`config.mk`:
```
export PLATFORM = sky130hd
export DESIGN_NAME = l1_mem_arbiter
export DESIGN_NICKNAME = d
export VERILOG_FILES = /design/src/rtl/l1_mem_arbiter.sv
export SDC_FILE = /design/constraint.sdc
export NUM_CORES = 1
export LEC_CHECK = 0
export CAP_MARGIN = 20
export CORE_AREA = 4 4 274 276
export CTS_CLUSTER_DIAMETER = 80
export DETAILED_ROUTE_END_ITERATION = 8
export DIE_AREA = 0 0 278 280
export GPL_ROUTABILITY_DRIVEN = 0
export SYNTH_ARGS = -nofsm -noshare
export SYNTH_HDL_FRONTEND = slang
export SYNTH_SLANG_ARGS = --single-unit
```
`constraint.sdc`:
```
create_clock -name clk -period 1.5 [get_ports clk]
set_clock_uncertainty 0.1 [all_clocks]
set_input_delay 0.3 -clock clk [delete_from_list [all_inputs] [get_ports clk]]
set_output_delay 0.3 -clock clk [all_outputs]
set_load 0.05 [all_outputs]
```
`src/rtl/l1_mem_arbiter.sv`:
```
// rtl/l1_mem_arbiter.sv - N-port L1-to-L2 line arbiter with fixed-priority or round-robin grant
module l1_mem_arbiter #(
    parameter int NUM_PORTS  = 2,
    parameter int ADDR_WIDTH = 16,
    parameter int LINE_WIDTH = 128,
    parameter int RR_MODE    = 0,
    localparam int GW        = $clog2(NUM_PORTS)
) (
    input  logic                             clk,
    input  logic                             rst,
    input  logic [NUM_PORTS-1:0]             req_read,
    input  logic [NUM_PORTS-1:0]             req_write,
    input  logic [NUM_PORTS*ADDR_WIDTH-1:0]  req_address,
    input  logic [NUM_PORTS*LINE_WIDTH-1:0]  req_wdata,
    output logic [NUM_PORTS-1:0]             req_resp,
    output logic [LINE_WIDTH-1:0]            req_rdata,
    output logic                             pmem_read,
    output logic                             pmem_write,
    output logic [ADDR_WIDTH-1:0]            pmem_address,
    output logic [LINE_WIDTH-1:0]            pmem_wdata,
    input  logic                             pmem_resp,
    input  logic [LINE_WIDTH-1:0]            pmem_rdata,
    output logic                             busy,
    output logic [GW-1:0]                    grant_id
);

    localparam logic [GW:0] NP = (GW+1)'(NUM_PORTS);

    typedef enum logic [1:0] {
        S_IDLE,
        S_SERVE,
        S_RELEASE
    } state_t;

    state_t                 state;
    state_t                 state_next;
    logic [GW-1:0]          rr_ptr;
    logic [GW-1:0]          rr_next;
    logic [GW-1:0]          winner;
    logic [GW-1:0]          search_start;
    logic [GW:0]            grant_inc;
    logic [NUM_PORTS-1:0]   pending;
    logic                   sel_read;
    logic                   sel_write;
    logic [ADDR_WIDTH-1:0]  sel_addr;
    logic [LINE_WIDTH-1:0]  sel_wdata;

    // First pending port found scanning upward from start, wrapping at NUM_PORTS.
    function automatic logic [GW-1:0] pick_winner(input logic [NUM_PORTS-1:0] pend,
                                                   input logic [GW-1:0]        start);
        logic [GW-1:0] win;
        logic          found;
        logic [GW:0]   idx;
        win   = '0;
        found = 1'b0;
        for (int k = 0; k < NUM_PORTS; k++) begin
            idx = {1'b0, start} + (GW+1)'(k);
            if (idx >= NP) begin
                idx = idx - NP;
            end
            if (!found && pend[idx[GW-1:0]]) begin
                win   = idx[GW-1:0];
                found = 1'b1;
            end
        end
        return win;
    endfunction

    assign pending      = req_read | req_write;
    assign search_start = (RR_MODE != 0) ? rr_ptr : {GW{1'b0}};
    assign winner       = pick_winner(pending, search_start);
    assign grant_inc    = {1'b0, grant_id} + {{GW{1'b0}}, 1'b1};
    assign rr_next      = (grant_inc >= NP) ? {GW{1'b0}} : grant_inc[GW-1:0];

    always_comb begin
        sel_read  = 1'b0;
        sel_write = 1'b0;
        sel_addr  = '0;
        sel_wdata = '0;
        for (int i = 0; i < NUM_PORTS; i++) begin
            if (grant_id == GW'(i)) begin
                sel_read  = req_read[i];
                sel_write = req_write[i];
                sel_addr  = req_address[i*ADDR_WIDTH +: ADDR_WIDTH];
                sel_wdata = req_wdata[i*LINE_WIDTH +: LINE_WIDTH];
            end
        end
    end

    always_ff @(posedge clk) begin
        if (rst) begin
            state    <= S_IDLE;
            grant_id <= '0;
            rr_ptr   <= '0;
        end else begin
            state <= state_next;
            if (state == S_IDLE && |pending) begin
                grant_id <= winner;
            end
            if (state == S_RELEASE) begin
                rr_ptr <= rr_next;
            end
        end
    end

    // A completion beats an abort: if L2 answers in the cycle the port drops, it still gets req_resp.
    always_comb begin
        state_next = state;
        case (state)
            S_IDLE: begin
                if (|pending) begin
                    state_next = S_SERVE;
                end
            end
            S_SERVE: begin
                if (pmem_resp) begin
                    state_next = S_RELEASE;
                end else if (!(sel_read || sel_write)) begin
                    state_next = S_IDLE;
                end
            end
            S_RELEASE: state_next = S_IDLE;
            default:   state_next = S_IDLE;
        endcase
    end

    always_comb begin
        pmem_read    = 1'b0;
        pmem_write   = 1'b0;
        pmem_address = '0;
        pmem_wdata   = '0;
        req_resp     = '0;
        req_rdata    = pmem_rdata;
        busy         = (state != S_IDLE);
        if (state == S_SERVE) begin
            pmem_write   = sel_write;
            pmem_read    = sel_read & ~sel_write;
            pmem_address = sel_addr;
            pmem_wdata   = sel_wdata;
            for (int i = 0; i < NUM_PORTS; i++) begin
                req_resp[i] = pmem_resp && (grant_id == GW'(i));
            end
        end
    end

endmodule

```
# ---- After elaboration in Yosys (flattened, before gate mapping)
# Index checks and enable logic that the tools add are counted.
dict set report op_classes {
  eq_ne 3
  mux 15
  n_bitwise 4
  reduce_logical 10
}
# operator count
set ops {}
lappend ops {{$mux 128} 2}
lappend ops {{$mux 16} 2}
lappend ops {{$mux 2} 4}
lappend ops {{$mux 1} 6}
lappend ops {{$logic_and 1x1->1} 4}
lappend ops {{$pmux 2 s2} 1}
lappend ops {{$ne 3x3->1 const B} 1}
lappend ops {{$eq 2x1->1 const B} 1}
lappend ops {{$logic_not 2->1} 1}
lappend ops {{$ne 2x1->1 const B} 1}
lappend ops {{$not 1->1} 2}
lappend ops {{$or 2x2->2} 1}
lappend ops {{$reduce_and 2->1} 1}
lappend ops {{$reduce_bool 2->1} 1}
lappend ops {{$reduce_or 2->1} 1}
lappend ops {{$and 1x1->1} 1}
lappend ops {{$logic_not 1->1} 1}
lappend ops {{$logic_or 1x1->1} 1}
dict set report word_totals {
  regBits 3
  in_bits 423
  out_inout_bits 278
  wordCells 34
}

# ---- Logic depth before layout (Yosys ltp)
dict set report depth {
  word_depth 5
  ltp_mapped 5
  mapped_depth_nobuf 3
}

# ---- Least setup slack after synthesis
# OpenSTA, ideal clock, no wires.
dict set report synth_path {
  path_type {register -> output}
  startpoint {register grant_id}
  endpoint {output pmem_address[0]}
  arrival_ns 1.895
  t_required_ns 1.100
  slack_ns -0.795
  path_stages_with_launch 6
  path_buffers 3
  path_cell_list {dfxtp_1 > buf_4 > buf_12 > buf_12 > mux2i_1 > nor2_1}
}
dict set report synth_between {
  elab_chain_cells 2
}
# item line
set synth_lines {}
lappend synth_lines {{start: declaration} 24} ;# output logic [GW-1:0] grant_id
lappend synth_lines {{start signal: assignment} 98} ;# grant_id <= winner;
lappend synth_lines {{$mux 16} 81} ;# if (grant_id == GW'(i)) begin
lappend synth_lines {{$mux 16} 135} ;# if (state == S_SERVE) begin
lappend synth_lines {{end: declaration} 19} ;# output logic [ADDR_WIDTH-1:0] pmem_address,
# No other way between the ends.

# ---- Worst setup path in the final report
dict set report layout_path {
  startpoint {register grant_id}
  endpoint {output pmem_wdata[70]}
}
dict set report layout_between {
  elab_chain_cells 2
}
# item line
set layout_lines {}
lappend layout_lines {{$mux 128} 81}
lappend layout_lines {{$mux 128} 135}
lappend layout_lines {{end: declaration} 20} ;# output logic [LINE_WIDTH-1:0] pmem_wdata,
# No other way between the ends.

==> reports/metrics.yaml <==
initial_core_util_pct: 4.80
yosysWarnings: 0
leakagePower_nw: 3.88
worst_setup_path_startpoint: "grant_id$_SDFFE_PP0P_"
cp-start-kind: "flip-flop"
crit_type: "reg -> out"
placementRows: 99
grt_util_met3_pct: 3.20
cp_num_buf_inv: 3
aggregate_negative_setup_slack_ps: -56760
endpoint_kind: "output port"
numCtsBuffers: 3
final_max_slew_viols: 0
final_nets: 1261
detailedPlace.worstSlack_ps: -346
final.min_clock_period_ps: 1960
number_of_sinks_handled_by_clock_tree_synthesis: 3
root_buffer: "sky130_fd_sc_hd__clkbuf_16"
gr-total-overflow: 0
maximum_fanout_along_the_worst_path: 11
grt_setup_unrepaired: "yes"
postSynthRegisterBits: 3
placeableCoreArea_um2: 72600
synth.avg_cell_area_um2: 7.36
netlist_instances: 473
cts_max_path_buffers: 2
timing.fmax_mhz: 509
route.vias.total: 4844
power_density_nw_per_um2: 555
timing.critical_path.slowest_stage_cell: "sky130_fd_sc_hd__dfxtp_4"
ir_drop_mv: 0.287
htree_num_levels: 1
grt_pass1_wl_um: 36900
run_status: "finished with violations"
first_global_vias: 5582
layout.cell_area.non_filler_um2: 12100
place_area_um2: 10500
place.detailed.hpwl_um: 22300
timing.hold.ws_ps: 500
synth.lib_cells_used.distinct: 17
area.sequential_um2: 65.1
viasPerCell: 2.70
crit_family: "buffers and inverters"
timing.hold.worst.class: "in -> out"
die-area_um2: 77800
drt_iter0_drc: 51
timing.max_slew.rel_slack_pct: 82.7
startpoint_of_the_worst_slack_reg_to_reg_timing_path: "grant_id$_SDFFE_PP0P_"
multiInputGateArea_um2: 4300
antenna_found_initial: 4
clock_insertion_delay_worst_skew_ps: 220
tightest_slew_ps: 252
synth_seq_area_share_pct: 1.72
setup_slack_ps: -463
dieWidth_um: 278
report.power.total_mw: 6.72
n_fill_cell: 7972
drt-wirelength-per-cell_um: 15.0
top_usage_layer: "met2"
synthesis.nets: 896
final_min_period_over_clock_period_pct: 131
grt_max_degree: 24
finalHoldViolations: 0
post_route_cells_drive_above_1_share_pct: 60.9
total_track_usage_pct: 6.38
setup_violations: 149
max_cap_viol_count: 0
violations: "negative setup slack"
pin_count: 701
critical_path.cell_chain: "buf_4 -> clkbuf_16 -> mux2i_2 -> nor2_4 -> buf_12"
path_clk_slew_ps: 30
drt.antenna.violating_nets: 0
required_time_at_the_worst_slack_endpoint_ps: 1100
synth_area_um2: 3480
route.detailed.drc: 0
critPathArrivalTime_ps: 1560
tritoncts: "done"
postCtsHoldBufs: 0
groute.layer.met2.usage_pct: 12.0
overall_die_height_um: 280
drt-pass1-iter-count: 3
cpPeakStageDelay_ps: 400
area_delta_synth_final_pct: 248
detail_route.wirelength_um: 27000
io_buffer_count: 444
global_route.usage.met1_pct: 5.91
timing.hold.worst.start: "pmem_rdata[2]"
==> path summary, 6_finish.rpt <==
kind | endpoint | slack (ps) | depth (start not counted)
hold / removal | req_rdata[2] | 500 | 0
hold reg to reg | state[0]$_SDFFE_PP0P_ | 540 | 3
setup / recovery | pmem_wdata[70] | -460 | 5
setup reg to reg | state[0]$_SDFFE_PP0P_ | 0 | 4
==> synthesized netlist by cell type, drive strengths merged <==
| master | n | share of area (%) |
|---|---|---|
| o221a | 1 | 0.32 |
| buf | 161 | 37 |
| nor2b | 1 | 0.18 |
| a2bb2oi | 1 | 0.25 |
| nand2 | 2 | 0.22 |
| inv | 1 | 0.11 |
| a211o | 1 | 0.25 |
| a221oi | 1 | 0.43 |
| and3 | 1 | 0.18 |
| or2 | 1 | 0.18 |
| mux2i | 145 | 42 |
| dfxtp | 3 | 1.7 |
| mux2 | 1 | 0.43 |
| nor2 | 152 | 16 |
| nand2b | 1 | 0.18 |
==> stage by stage <==
stage,instances,util [%]
2_1_floorplan,473,-
3_3_place_gp,1772,14.5
3_5_place_dp,1772,14.5
4_1_cts,1791,16.2
5_1_grt,1797,16.7
6_report,1797,16.7
==> logic make-up after synthesis <==
kind of cell    Yosys count  synth area share (%)
simple gates            158                  17.3
compound gates            4                  1.26
mux                     146                  42.1
flops                     3                  1.72
buf+inv                 162                  37.6
==> report_power, final <==
group | internal (mW) | switching (mW) | leakage (nW)
clock network | 0.350 | 0.0700 | 0.0382
registers | 0.0881 | 0.0114 | 0.0256
logic | 3.14 | 3.06 | 3.82
==> state kept, by name, indices dropped and copies added, names as in the netlist <==
register	flops
grant_id	1
state	2
==> layout make-up <==
| cell class | instances | area share [%] |
|---|---|---|
| repair buffers | 521 | 53.3 |
| multi-input cells | 308 | 35.5 |
| well taps | 959 | 9.91 |
| clock buffers | 4 | 0.651 |
| flip-flops and latches | 3 | 0.537 |
| inverters | 1 | 0.0310 |
| diodes | 1 | 0.0207 |
==> repair_timing <==
action | in CTS | in global routing
pin swaps | 2 | 1
gates cloned | 3 | 2
setup endpoints to repair | 150 | 151
buffers inserted | 13 | 3
gates resized for setup | 180 | 47
==> cells in the final DEF, fill, tap and decap left out, types with 2 or more instances in the layout <==
cell | netlist | final
sky130_fd_sc_hd__nand2_2 | 0 | 2
sky130_fd_sc_hd__nor2_2 | 0 | 7
sky130_fd_sc_hd__buf_8 | 0 | 5
sky130_fd_sc_hd__buf_6 | 0 | 25
sky130_fd_sc_hd__mux2i_2 | 0 | 55
sky130_fd_sc_hd__nor2_1 | 152 | 13
sky130_fd_sc_hd__buf_16 | 0 | 6
sky130_fd_sc_hd__clkdlybuf4s50_1 | 0 | 294
sky130_fd_sc_hd__mux2i_1 | 145 | 15
sky130_fd_sc_hd__mux2i_4 | 0 | 75
sky130_fd_sc_hd__nor2_4 | 0 | 132
sky130_fd_sc_hd__buf_12 | 11 | 122
sky130_fd_sc_hd__buf_4 | 134 | 67
sky130_fd_sc_hd__clkbuf_16 | 0 | 5
==> layer usage <==
layer,wire length (um),part of all wire (%),up-vias
li1,-,-,2178
met1,8640,32,2147
met2,14300,53,457
met3,3160,12,62
met4,884,3.3,0
met5,0,0,-
No activity file was read; power rests on OpenSTA's default activity.
